===== config.mk =====
export PLATFORM = sky130hd
export DESIGN_NAME = collapse_read_initiator
export DESIGN_NICKNAME = d
export VERILOG_FILES = /design/src/rtl/collapse_pkg.sv /design/src/rtl/collapse_time_base.sv /design/src/rtl/collapse_read_initiator.sv
export SDC_FILE = /design/constraint.sdc
export NUM_CORES = 1
export LEC_CHECK = 0
export ABC_AREA = 1
export BUFFER_PORTS_ARGS = -buffer_cell sky130_fd_sc_hd__buf_2
export CAP_MARGIN = 10
export CELL_PAD_IN_SITES_DETAIL_PLACEMENT = 1
export CELL_PAD_IN_SITES_GLOBAL_PLACEMENT = 1
export CORE_MARGIN = 8
export CORE_UTILIZATION = 43
export CTS_CLUSTER_SIZE = 25
export DETAILED_ROUTE_END_ITERATION = 7
export GPL_TIMING_DRIVEN = 0
export PLACE_DENSITY = 0.93
export SYNTH_ARGS = -nofsm -noshare
export SYNTH_HDL_FRONTEND = slang
export SYNTH_SLANG_ARGS = --single-unit

===== constraint.sdc =====
create_clock -name clk -period 5.39 [get_ports clk]
set_input_delay 0.2695 -clock clk [delete_from_list [all_inputs] [get_ports clk]]
set_output_delay 0.2695 -clock clk [all_outputs]
set_load 0.01 [all_outputs]

===== src/rtl/collapse_pkg.sv =====
// Shared types for the collapse read initiator: FSM states, response
// status encoding, command payload and datapath widths.
package collapse_pkg;

  localparam int unsigned TIME_W  = 8;
  localparam int unsigned VALUE_W = 8;
  localparam int unsigned DEV_W   = 4;
  localparam int unsigned ROLE_W  = 2;
  localparam int unsigned BASIS_W = 2;
  localparam int unsigned ATT_W   = 4;
  localparam int unsigned GAP_W   = 8;

  typedef enum logic [2:0] {
    ST_IDLE    = 3'd0,
    ST_LOAD    = 3'd1,
    ST_READ    = 3'd2,
    ST_CONFIRM = 3'd3,
    ST_GAP     = 3'd4,
    ST_RESP    = 3'd5
  } state_t;

  typedef enum logic [1:0] {
    RSP_OK          = 2'b00,
    RSP_DENIED      = 2'b01,
    RSP_NO_COLLAPSE = 2'b10,
    RSP_PAD_BLOCKED = 2'b11
  } rsp_status_t;

  // Command fields latched on accept and presented to the target.
  typedef struct packed {
    logic [DEV_W-1:0]   device_id;
    logic [ROLE_W-1:0]  role;
    logic [BASIS_W-1:0] basis;
    logic [VALUE_W-1:0] value;
  } cmd_t;

endpackage


===== src/rtl/collapse_time_base.sv =====
// Free-running wrapping time base presented to the target as current time.
// Ports: clk, reset (async, active-high), time_count (wraps 255 -> 0).
module collapse_time_base
  import collapse_pkg::*;
(
  input  logic              clk,
  input  logic              reset,
  output logic [TIME_W-1:0] time_count
);

  always_ff @(posedge clk or posedge reset) begin
    if (reset) time_count <= '0;
    else       time_count <= time_count + TIME_W'(1);
  end

endmodule


===== src/rtl/collapse_read_initiator.sv =====
// Issues an optional init plus up to MAX_ATTEMPTS read strobes to a
// metadata collapse register, spacing denied attempts by RETRY_GAP idle
// cycles, confirms the fuse and returns one status/value response.
// Ports: cmd_* request side (valid/ready), rsp_* response side
// (valid/ready), tgt_* strobes/metadata to the target and its responses.
module collapse_read_initiator
  import collapse_pkg::*;
#(
  parameter int unsigned MAX_ATTEMPTS = 4,
  parameter int unsigned RETRY_GAP    = 8
) (
  input  logic               clk,
  input  logic               reset,
  input  logic               cmd_valid,
  output logic               cmd_ready,
  input  logic               cmd_load,
  input  logic [VALUE_W-1:0] cmd_value,
  input  logic [DEV_W-1:0]   cmd_device_id,
  input  logic [ROLE_W-1:0]  cmd_role,
  input  logic [BASIS_W-1:0] cmd_basis,
  output logic               rsp_valid,
  input  logic               rsp_ready,
  output logic [1:0]         rsp_status,
  output logic [VALUE_W-1:0] rsp_value,
  output logic [ATT_W-1:0]   rsp_attempts,
  output logic               tgt_init,
  output logic               tgt_read,
  output logic [VALUE_W-1:0] tgt_value_in,
  output logic [DEV_W-1:0]   tgt_device_id,
  output logic [ROLE_W-1:0]  tgt_role,
  output logic [BASIS_W-1:0] tgt_basis,
  output logic [TIME_W-1:0]  tgt_current_time,
  input  logic [VALUE_W-1:0] tgt_value_out,
  input  logic               tgt_output_enable,
  input  logic               tgt_pad_enable,
  input  logic               tgt_fuse_fire
);

  state_t             state_q, state_d;
  cmd_t               cmd_q, cmd_d;
  logic [ATT_W-1:0]   attempt_q, attempt_d, attempt_inc;
  logic [GAP_W-1:0]   gap_q, gap_d;
  logic [VALUE_W-1:0] cap_value_q, cap_value_d;
  rsp_status_t        cap_status_q, cap_status_d;

  logic               cmd_ready_d, tgt_init_d, tgt_read_d, rsp_valid_d;
  rsp_status_t        rsp_status_d;
  logic [VALUE_W-1:0] rsp_value_d;
  logic [ATT_W-1:0]   rsp_attempts_d;

  collapse_time_base u_time_base (
    .clk        (clk),
    .reset      (reset),
    .time_count (tgt_current_time)
  );

  // Latched command drives the target; cleared on return to IDLE.
  assign tgt_device_id = cmd_q.device_id;
  assign tgt_role      = cmd_q.role;
  assign tgt_basis     = cmd_q.basis;
  assign tgt_value_in  = cmd_q.value;

  // State, datapath and output registers.
  always_ff @(posedge clk or posedge reset) begin
    if (reset) begin
      state_q      <= ST_IDLE;
      cmd_q        <= '0;
      attempt_q    <= '0;
      gap_q        <= '0;
      cap_value_q  <= '0;
      cap_status_q <= RSP_OK;
      cmd_ready    <= 1'b1;
      tgt_init     <= 1'b0;
      tgt_read     <= 1'b0;
      rsp_valid    <= 1'b0;
      rsp_status   <= 2'b00;
      rsp_value    <= '0;
      rsp_attempts <= '0;
    end else begin
      state_q      <= state_d;
      cmd_q        <= cmd_d;
      attempt_q    <= attempt_d;
      gap_q        <= gap_d;
      cap_value_q  <= cap_value_d;
      cap_status_q <= cap_status_d;
      cmd_ready    <= cmd_ready_d;
      tgt_init     <= tgt_init_d;
      tgt_read     <= tgt_read_d;
      rsp_valid    <= rsp_valid_d;
      rsp_status   <= 2'(rsp_status_d);
      rsp_value    <= rsp_value_d;
      rsp_attempts <= rsp_attempts_d;
    end
  end

  // Next-state and datapath updates.
  always_comb begin
    state_d      = state_q;
    cmd_d        = cmd_q;
    attempt_d    = attempt_q;
    gap_d        = gap_q;
    cap_value_d  = cap_value_q;
    cap_status_d = cap_status_q;
    attempt_inc  = attempt_q + ATT_W'(1);

    unique case (state_q)
      ST_IDLE: begin
        if (cmd_valid) begin
          cmd_d.device_id = cmd_device_id;
          cmd_d.role      = cmd_role;
          cmd_d.basis     = cmd_basis;
          cmd_d.value     = cmd_value;
          attempt_d       = '0;
          gap_d           = '0;
          cap_value_d     = '0;
          cap_status_d    = RSP_OK;
          state_d         = cmd_load ? ST_LOAD : ST_READ;
        end
      end
      ST_LOAD: state_d = ST_READ;
      ST_READ: begin
        attempt_d = attempt_inc;
        if (tgt_output_enable && tgt_pad_enable) begin
          cap_value_d = tgt_value_out;
          state_d     = ST_CONFIRM;
        end else if (tgt_output_enable) begin
          // Pad path closed: the read value is never forwarded.
          cap_status_d = RSP_PAD_BLOCKED;
          cap_value_d  = '0;
          state_d      = ST_RESP;
        end else if (attempt_inc == ATT_W'(MAX_ATTEMPTS)) begin
          cap_status_d = RSP_DENIED;
          cap_value_d  = '0;
          state_d      = ST_RESP;
        end else begin
          // Count down RETRY_GAP-1 .. 0, giving RETRY_GAP idle cycles.
          gap_d   = GAP_W'(RETRY_GAP - 1);
          state_d = ST_GAP;
        end
      end
      ST_GAP: begin
        if (gap_q == '0) state_d = ST_READ;
        else             gap_d   = gap_q - GAP_W'(1);
      end
      ST_CONFIRM: begin
        cap_status_d = tgt_fuse_fire ? RSP_OK : RSP_NO_COLLAPSE;
        state_d      = ST_RESP;
      end
      ST_RESP: begin
        if (rsp_ready) begin
          cmd_d   = '0;
          state_d = ST_IDLE;
        end
      end
      default: state_d = ST_IDLE;
    endcase
  end

  // Outputs decoded from the next state so they register in step with it.
  always_comb begin
    cmd_ready_d    = (state_d == ST_IDLE);
    tgt_init_d     = (state_d == ST_LOAD);
    tgt_read_d     = (state_d == ST_READ);
    rsp_valid_d    = (state_d == ST_RESP);
    rsp_status_d   = RSP_OK;
    rsp_value_d    = '0;
    rsp_attempts_d = '0;
    if (rsp_valid_d) begin
      rsp_status_d   = cap_status_d;
      rsp_value_d    = cap_value_d;
      rsp_attempts_d = attempt_d;
    end
  end

endmodule

==> impl_metrics.tcl, run 1 <==
set metrics [dict create \
    drt_iter0_drc 91 \
    core_sq_mm 0.00714 \
    dpl-instance-area_sq_mm 0.00361 \
    ys_ff_latch 67 \
    grt_pass1_wl_microns 15100 \
    gr-total-overflow 0 \
    vdd_drop_max_uv 235 \
    hold_buffers 0 \
    pwr-share-seq 0.359 \
    clk_pin_slew_ns 0.09 \
    hold_class "in2async" \
    reg2regPathDepth 10 \
    setup.worst_path.end "rsp_value[0]" \
    maxCapViolations 0 \
    tns_ns 0 \
    grt_pass1_vias 3029 \
    yosysSeqAreaShare 0.541 \
    crit_fanout 10 \
    synth_top_area_frac 0.532 \
    cts_buffers 9 \
    antenna_left 0 \
    syn_nets 384 \
    tightest_slew_ns 0.734 \
    fin_crit_sh 0.376 \
    insertion_delay_ns 0.36 \
    io_pins 74 \
    gp_routability_congestion 0.853 \
    synth_warnings 0 \
    clkPwrFrac 0.204 \
    wire_per_inst_microns 16.7 \
    internal-power_mw 1.19 \
    rsz0062_at_grt "no" \
    root_buffer "clkbuf_8" \
    synth-adder-area-share 0.0161 \
    finalInstanceArea_sq_mm 0.00381 \
    rr_endpoint "rsp_value[0]" \
    cts_tree "done" \
    synth_xor_xnor_area_share 0.0226 \
    rows 31 \
    synthTopCellsByArea "dfrtp_1 (53%), inv_1 (7.1%), nand2_1 (6.5%), nand3_1 (6.1%), o21ai_0 (3.9%)" \
    cts_resized 0 \
    finalSetupViolations 0 \
    finalCriticalPeriod_ns 2.02 \
    yosys.area.top_type "dfrtp_1" \
    wl_microns 8970 \
    muxShareOfSynthArea 0 \
    portBuffers 73 \
    timing.rr.start "attempt_q[0]" \
    n_fill_cell 906 \
    synth_top_family_by_area "simple AND/OR/NAND/NOR gates" \
    pwr-share-comb 0.437 \
    die_y_microns 101 \
    diodes 0 \
    antenna_found_initial 0 \
    drv_slew 0 \
    grtUsageTotal 0.190 \
    postCtsSetupBuffers 0 \
    cts_sinks 67 \
    hold_ws_ns 0.0348 \
    status "completed" \
    synth-compound-area-share 0.0694 \
    critPathLaunch "attempt_q[0]" \
    synth_area_sq_mm 0.00310 \
    dp_hpwl_microns 6290 \
    layout_common_cells "buf_2 (75), dfrtp_1 (66), inv_1 (58)" \
    synthCells 348 \
    drtPass1Iterations 4 \
    syn_to_final_growth_pct 22.9 \
    ys_types 34 \
    cts_max_level 3 \
    required_ns 5.68 \
    cts_max_path_buffers 2 \
    total_power_mw 2.13 \
    vias 2711 \
    initial_utilization 0.435 \
    drc 0 \
    hold_viol 0 \
    dieWidth_microns 101 \
    final_common_cell "buf_2" \
    p_leak_nw 2.07 \
    die_area_sq_mm 0.0102 \
    routed_via_density 5.05 \
    fmaxAchievable_mhz 494 \
    power_per_cell_area_mw_per_mm2 558 \
    final_layout_size_suffix_gt1_frac 0.285 \
    synthSimpleGateAreaFrac 0.261 \
    skew_ns 0.0178 \
    synth_area_per_cell_sq_um 8.92 \
    p_switching_mw 0.936 \
    final_nets 469 \
    worstPathArrival_ns 2.32 \
    worst-setup-path-type "reg2reg" \
    cp-end-kind "flip-flop" \
    grt_max_degree 36 \
    r2r_setup_slack_ns 3.37 \
    swShare 0.440 \
    relSlewSlack 0.510 \
    cp-start-kind "flip-flop" \
]
metal layers:
| layer | GRT usage | wire [microns] |
|---|---|---|
| met4 | 0.0916 | 200 |
| met5 | 0 | 0 |
| met3 | 0.0456 | 512 |
| met1 | 0.221 | 3810 |
| met2 | 0.321 | 4450 |
flip-flops by register name, indices dropped and copies added (netlist names), 3 cells and up:
signal / cells
attempt_q: 4
cap_value_q: 8
gap_q: 8
rsp_attempts: 4
rsp_value: 8
state_q: 3
tgt_device_id: 4
tgt_value_in: 8
u_time_base.time_count: 8
critical path, stage by stage, from the launching register on:
cell and delay (ns):
dfrtp_1 0.42, ha_1 0.22, inv_1 0.06, nor2_1 0.17, nand3_2 0.23, nand2_1 0.20
nand2_4 0.13, nand2_2 0.13, nand3_4 0.12, buf_6 0.18, nor2_2 0.10
logic make-up (layout without fill, tap and decap cells):
logic type               after synthesis  after routing
AO/OA/AOI/OAI                         38             38
XOR/XNOR                               8              8
adder cells (fa/ha/maj)                4              4
buffers and inverters                 69            159
flip-flops                            67             67
AND/OR/NAND/NOR                      162            162
power by group through the flow:
stage	registers (mW)	clock network (mW)	logic [mW]
5_1_grt	0.784	0.465	1.05
3_3_place_gp	0.757	0	0.856
4_1_cts	0.765	0.443	0.935
6_report	0.764	0.435	0.930
2_1_floorplan	0.789	0	0.595
3_5_place_dp	0.769	0	0.910
Yosys cell counts, drive strengths merged:
cell,instances
nand2,60
xor2,6
nor3,5
nand4,12
ha,4
nand3b,1
inv,61
clkbuf,2
a22oi,7
o21ai,25
dfrtp,66
o22ai,1
a21oi,4
nand3,41
xnor2,2
buf,6
nor2,41
o21a,1
or2,1
and2,1
dfstp,1
final cells by class:
type	count	area [sq um]	share of cell area
clock buffers	10	138	0.0361
clock inverters	6	63.8	0.0167
flip-flops and latches	67	1680	0.440
well taps	99	124	0.0325
multi-input cells	212	1140	0.300
plain buffers	8	51.3	0.0135
repair buffers	74	385	0.101
inverters	61	229	0.0600
per-stage QoR:
stage	util	instances	setup slack (ns)
after detailed placement	0.506	521	3.42
after CTS	0.534	537	3.36
after floorplan	-	348	3.44
after global placement	0.503	520	2.63
after global routing	0.534	537	3.20
final	0.534	537	3.37
worst min path at each step:
stage                       from             end  slack (ns)  depth (start not counted)
floorplan           cmd_basis[0]    tgt_basis[0]        0.42                          2
global placement        gap_q[1]        gap_q[1]        0.45                          2
detailed placement         reset       rsp_valid        0.43                          2
CTS                        reset       rsp_valid        0.04                          2
global route               reset    rsp_value[4]         0.1                          2
finish                     reset  cap_value_q[6]        0.03                          2
Power figures use the tool's default switching activity.
==> run 2: changes to the inputs <==
--- a/config.mk
+++ b/config.mk
@@ -5,17 +5,17 @@
 export SDC_FILE = /design/constraint.sdc
 export NUM_CORES = 1
 export LEC_CHECK = 0
-export ABC_AREA = 1
+export ABC_AREA = 0
 export BUFFER_PORTS_ARGS = -buffer_cell sky130_fd_sc_hd__buf_2
 export CAP_MARGIN = 10
 export CELL_PAD_IN_SITES_DETAIL_PLACEMENT = 1
 export CELL_PAD_IN_SITES_GLOBAL_PLACEMENT = 1
 export CORE_MARGIN = 8
-export CORE_UTILIZATION = 43
+export CORE_UTILIZATION = 37
 export CTS_CLUSTER_SIZE = 25
 export DETAILED_ROUTE_END_ITERATION = 7
 export GPL_TIMING_DRIVEN = 0
-export PLACE_DENSITY = 0.93
+export PLACE_DENSITY = 0.84
 export SYNTH_ARGS = -nofsm -noshare
 export SYNTH_HDL_FRONTEND = slang
 export SYNTH_SLANG_ARGS = --single-unit
==> constraint.sdc (replaced) <==
create_clock -name clk -period 1.7 [get_ports clk]
set_input_delay 0.085 -clock clk [delete_from_list [all_inputs] [get_ports clk]]
set_output_delay 0.085 -clock clk [all_outputs]
set_load 0.01 [all_outputs]
==> run 2 against run 1 <==
The flow now finishes with violations (negative setup slack). Clock-buffer cell count unchanged. Flip-flop and latch count stayed put. Total power grew to 3.1 times the previous value. Critical path type unchanged. First-iteration DRC count is 19% lower. Cell count down 5.2%. Via count fell by 4.9%. Critical endpoint is now rsp_status[1]. Maximum frequency rose by 13%. Critical path depth shrank 5. Global-route usage decreased by 2.2 points. Clock power rose to 3.4 times the previous value.
==> impl_metrics.tcl, run 2 <==
set metrics [dict create \
    wl_microns 9360 \
    insertion_delay_ns 0.35 \
    wire_per_inst_microns 18.4 \
    cp-start-kind "flip-flop" \
    rr_endpoint "rsp_status[1]" \
    worstPathArrival_ns 2.04 \
    antenna_found_initial 0 \
    io_pins 74 \
    fmaxAchievable_mhz 556 \
    cts_sinks 67 \
    finalInstanceArea_sq_mm 0.00422 \
    final_layout_size_suffix_gt1_frac 0.377 \
    dp_hpwl_microns 5900 \
    fin_crit_sh 1.06 \
    synth_top_area_frac 0.556 \
    synth_area_per_cell_sq_um 10.9 \
    grtUsageTotal 0.168 \
    cts_buffers 9 \
    r2r_setup_slack_ns -0.1 \
    cts_max_path_buffers 2 \
    cp_slowest_cell "dfrtp_1" \
    finalSetupViolations 10 \
    antenna_left 0 \
    cp-end-kind "flip-flop" \
    synth_most_common_cell "dfrtp_1" \
    cpPeakStageDelay_ns 0.43 \
    cp_num_buf_inv 0 \
    final_cells 509 \
    core_sq_mm 0.00777 \
    syn_to_final_growth_pct 42.2 \
    post-place-ws_ns -0.164 \
    portBuffers 73 \
    gr-total-overflow 0 \
    async_flop_share 1.00 \
    tightest_slew_ns 0.614 \
    drtPass1Iterations 4 \
    initial_utilization 0.382 \
    drc 0 \
    hold_end "tgt_role[0]" \
    synth_area_sq_mm 0.00297 \
    path_delay_family "simple AND/OR/NAND/NOR gates" \
    relSlewSlack 0.590 \
    maxCapViolations 0 \
    final_common_cell "buf_2" \
    synth_common_cells "dfrtp_1 (66), nand2_1 (41), o21ai_1 (20)" \
    ys_ff_latch 67 \
    vdd_drop_max_uv 696 \
    final.setup.worst_slack_ns -0.0987 \
    hold_viol 0 \
    die_area_sq_mm 0.0111 \
    synth_edf_count 0 \
    drv_slew 0 \
    grt_max_degree 42 \
    ys.flop_type "dfrtp_1" \
    violations "negative setup slack" \
    ys_types 53 \
    tns_ns -0.210 \
    yosysSeqAreaShare 0.565 \
    final_util 0.543 \
    crit_chain "ha_4, or3b_4, a22o_1, a221o_1, and2_1" \
    rows 32 \
    dp_cells 448 \
    status "finished with violations" \
    syn_nets 308 \
    root_buffer "clkbuf_8" \
    die_y_microns 106 \
    reg2regPathDepth 5 \
    finalCriticalPeriod_ns 1.80 \
    p_leak_nw 2.09 \
    grt_pass1_vias 2849 \
    synthCells 272 \
    vias 2579 \
    dpl-instance-area_sq_mm 0.00349 \
    hp-start "cmd_role[0]" \
    dieWidth_microns 106 \
    layout_common_cells "buf_2 (77), dfrtp_1 (63), nand2_1 (41)" \
    drt_iter0_drc 74 \
    cts_tree "done" \
    timing.rr.start "attempt_q[0]" \
    required_ns 1.94 \
    synth_warnings 0 \
    rsz0062_at_grt "yes" \
    grt_pass1_wl_microns 15000 \
    n_fill_cell 851 \
    skew_ns 0.0101 \
    power_per_cell_area_mw_per_mm2 1560 \
    hold_class "in2reg" \
    gp_routability_congestion 0.762 \
    cts_max_level 3 \
    final_nets 437 \
    crit_fanout 4 \
    yosys.area.top_type "dfrtp_1" \
    total_power_mw 6.57 \
    worst-setup-path-type "reg2reg" \
    hold_ws_ns 0.0254 \
    hold_path_depth 3 \
    clk_pin_slew_ns 0.07 \
    synthTopCellsByArea "dfrtp_1 (56%), nand2_1 (5.2%), o21ai_1 (3.4%), a22o_1 (3.2%), and2_1 (2.9%)" \
    routed_via_density 5.07 \
]
## run 2: cell types whose count changed after synthesis, moves of 6 or more
cell,previous run,this run
buf_2,2,8
o21ai_0,24,3
nand3_1,38,5
and2_1,1,14
a22o_1,0,11
nor2_1,29,15
inv_1,59,8
o21ai_1,1,20
nand4_1,12,1
a22oi_1,7,0
nor2_2,11,0
nand2_1,54,41
## run 2: worst max path at each step
stage	from	end	slack, ns	depth (start not counted)
CTS	attempt_q[0]	rsp_status[1]	-0.06	5
floorplan	attempt_q[0]	rsp_status[1]	0.04	5
global route	attempt_q[1]	rsp_status[1]	-0.14	5
global placement	attempt_q[0]	rsp_value[7]	-0.20	5
finish	attempt_q[0]	rsp_status[1]	-0.1	5
detailed placement	attempt_q[0]	rsp_value[7]	-0.16	5
## run 2: cell type report
| cell class | instances | area, sq um | share of cell area |
|---|---|---|---|
| Tap cell | 102 | 128 | 0.0302 |
| Clock buffer | 10 | 128 | 0.0302 |
| Timing Repair Buffer | 118 | 785 | 0.186 |
| Clock inverter | 6 | 88.8 | 0.0210 |
| Buffer | 12 | 95.1 | 0.0225 |
| Inverter | 8 | 33.8 | 0.00800 |
| Sequential cell | 67 | 1680 | 0.398 |
| Antenna cell | 1 | 2.50 | 0.000593 |
| Multi-Input combinational cell | 185 | 1280 | 0.303 |
## run 2: what timing repair did
item                                   CTS  global route
setup endpoints to repair               30            28
hold buffers                            23             0
endpoints found under the hold margin   48             0
gates cloned                             0             1
setup buffers                            6            14
resized for setup                       10            25
pin swaps                                3             8
## run 2: where the power goes
part / switching, mW / total, mW / internal [mW]
clock: 0.647 / 1.48 / 0.829
combinational: 1.44 / 2.70 / 1.25
sequential: 0.354 / 2.39 / 2.04
total: 2.45 / 6.57 / 4.12
## run 2: worst reg2reg max path: stages (launching register included)
cell and delay (ns):
dfrtp_1 0.43, ha_4 0.19, or3b_4 0.40, a22o_1 0.22, a221o_1 0.30, and2_1 0.16
## run 2: logic make-up (layout without fill, tap and decap cells)
group,after synthesis,count (layout),share of synthesized area
adders and majority gates,4,4,0.0169
buffers and inverters,20,154,0.0350
xor gates and xnor gates,6,6,0.0177
and+or+nand+nor,111,111,0.209
AOI/OAI and AO/OA,61,61,0.145
muxes,3,3,0.0110
DFF,67,67,0.565
other,0,1,0
## run 2: per-layer routing
layer | up-vias | wire (microns) | global-route usage
li1 | 1202 | - | -
met1 | 1296 | 3880 | 0.195
met2 | 67 | 4830 | 0.285
met3 | 14 | 448 | 0.0378
met4 | 0 | 200 | 0.0874
met5 | - | 0 | 0
==> run 3: changes to the inputs <==
--- a/config.mk
+++ b/config.mk
@@ -15,7 +15,7 @@
 export CTS_CLUSTER_SIZE = 25
 export DETAILED_ROUTE_END_ITERATION = 7
 export GPL_TIMING_DRIVEN = 0
-export PLACE_DENSITY = 0.84
+export PLACE_DENSITY = 0.83
 export SYNTH_ARGS = -nofsm -noshare
 export SYNTH_HDL_FRONTEND = slang
 export SYNTH_SLANG_ARGS = --single-unit
==> run 3 against run 2 <==
The run still ends with negative setup slack left. Clock-buffer cell count is 1 lower. Maximum frequency is 4.2% higher. Routed wire length is 2.6% lower. Clock power is 9% lower. Sequential share of layout area is 0.59 points lower. Critical endpoint unchanged. Non-clock buffer count is 9 higher. Via count is 0.27% higher.
==> impl_metrics.tcl, run 3 (synthesized netlist as in run 2, its figures left out) <==
set metrics [dict create \
    status "finished with violations" \
    violations "negative setup slack" \
    diodes 0 \
    gp_routability_congestion 0.819 \
    hold_ws_ns 0.0940 \
    final.setup.worst_slack_ns -0.0264 \
    grt_pass1_vias 2815 \
    layout_common_cells "buf_2 (77), dfrtp_1 (64), nand2_1 (41)" \
    post-place-ws_ns -0.230 \
    wire_per_inst_microns 17.6 \
    power_per_cell_area_mw_per_mm2 1540 \
    grtUsageTotal 0.161 \
    vias 2586 \
    n_fill_cell 888 \
    portBuffers 73 \
    clk_pin_slew_ns 0.07 \
    path_delay_family "simple AND/OR/NAND/NOR gates" \
    skew_ns 0.00919 \
    io_pins 74 \
    cp-end-kind "flip-flop" \
    dp_hpwl_microns 5850 \
    syn_to_final_growth_pct 44.2 \
    crit_fanout 2 \
    cp_slowest_cell "or3b_4" \
    routed_via_density 5.00 \
    cts_max_path_buffers 2 \
    cp_num_buf_inv 0 \
    core_sq_mm 0.00777 \
    hold_class "in2reg" \
    required_ns 1.94 \
    finalSetupViolations 2 \
    initial_utilization 0.382 \
    root_buffer "clkbuf_8" \
    drtPass1Iterations 6 \
    gr-total-overflow 0 \
    final_common_cell "buf_2" \
    dieWidth_microns 106 \
    final_layout_size_suffix_gt1_frac 0.388 \
    vdd_drop_max_uv 576 \
    cts_tree "done" \
    cts_sinks 67 \
    drv_slew 0 \
    maxCapViolations 0 \
    die_y_microns 106 \
    antenna_left 0 \
    grt_pass1_wl_microns 14400 \
    cpPeakStageDelay_ns 0.39 \
    cp-start-kind "flip-flop" \
    fmaxAchievable_mhz 579 \
    cts_max_level 3 \
    finalCriticalPeriod_ns 1.73 \
    worstPathArrival_ns 1.97 \
    tightest_slew_ns 0.693 \
    die_area_sq_mm 0.0111 \
    p_leak_nw 2.13 \
    hold_viol 0 \
    fin_crit_sh 1.02 \
    insertion_delay_ns 0.35 \
    rsz0062_at_grt "yes" \
    final_nets 446 \
    crit_chain "ha_2, or3b_4, a22o_1, a221o_1, and2_1" \
    worst-setup-path-type "reg2reg" \
    tns_ns -0.0285 \
    wl_microns 9110 \
    cts_buffers 9 \
    antenna_found_initial 0 \
    rows 32 \
    relSlewSlack 0.537 \
    drt_iter0_drc 53 \
    grt_max_degree 37 \
    drc 0 \
]
==> run 3: final timing paths <==
| path | startpoint | end | slack (ns) | cells past startpoint |
|---|---|---|---|---|
| hold reg to reg | u_time_base.time_count[7] | u_time_base.time_count[7] | 0.49 | 1 |
| hold / removal | cmd_load | tgt_init | 0.09 | 2 |
| min in group asynchronous | reset | u_time_base.time_count[3] | 0.38 | 3 |
| max in group asynchronous | reset | cmd_ready | 0.67 | 4 |
| setup / recovery | attempt_q[1] | rsp_status[1] | -0.03 | 5 |
| setup reg to reg | attempt_q[1] | rsp_status[1] | -0.03 | 5 |
==> run 3: area by class of cell <==
type | instances | area (sq um) | area share
flip-flops and latches | 67 | 1680 | 0.392
multi-input cells | 185 | 1280 | 0.300
repair buffers | 127 | 858 | 0.200
well taps | 102 | 128 | 0.0298
clock buffers | 9 | 124 | 0.0289
plain buffers | 12 | 98.8 | 0.0231
clock inverters | 7 | 75.1 | 0.0175
inverters | 8 | 33.8 | 0.00789
==> run 3: repair_timing <==
action,in CTS,in global routing
pin swaps,6,17
setup buffers,8,20
hold buffers,25,0
resized for setup,9,24
endpoints found under the setup margin,30,28
endpoints found under the hold margin,55,0
==> run 3: per-stage QoR <==
stage | area [sq um] | cells | power (mW) | utilization
2_1_floorplan | 2970 | 272 | 3.79 | -
3_3_place_gp | 3470 | 447 | 4.40 | 0.446
3_5_place_dp | 3490 | 448 | 4.53 | 0.449
4_1_cts | 4030 | 497 | 6.08 | 0.519
5_1_grt | 4280 | 517 | 7.03 | 0.551
6_report | 4280 | 517 | 6.59 | 0.551
==> run 3: power breakdown <==
| part | internal (mW) | switching [mW] |
|---|---|---|
| combinational | 1.36 | 1.50 |
| clock | 0.683 | 0.663 |
| sequential | 2.04 | 0.346 |
==> run 3: layer usage <==
metal | share of wire | vias up | track usage
met1 | 0.41 | 1287 | 0.189
met2 | 0.51 | 62 | 0.271
met4 | 0.020 | 0 | 0.0633
li1 | - | 1221 | -
met3 | 0.056 | 16 | 0.0463
met5 | 0 | - | 0
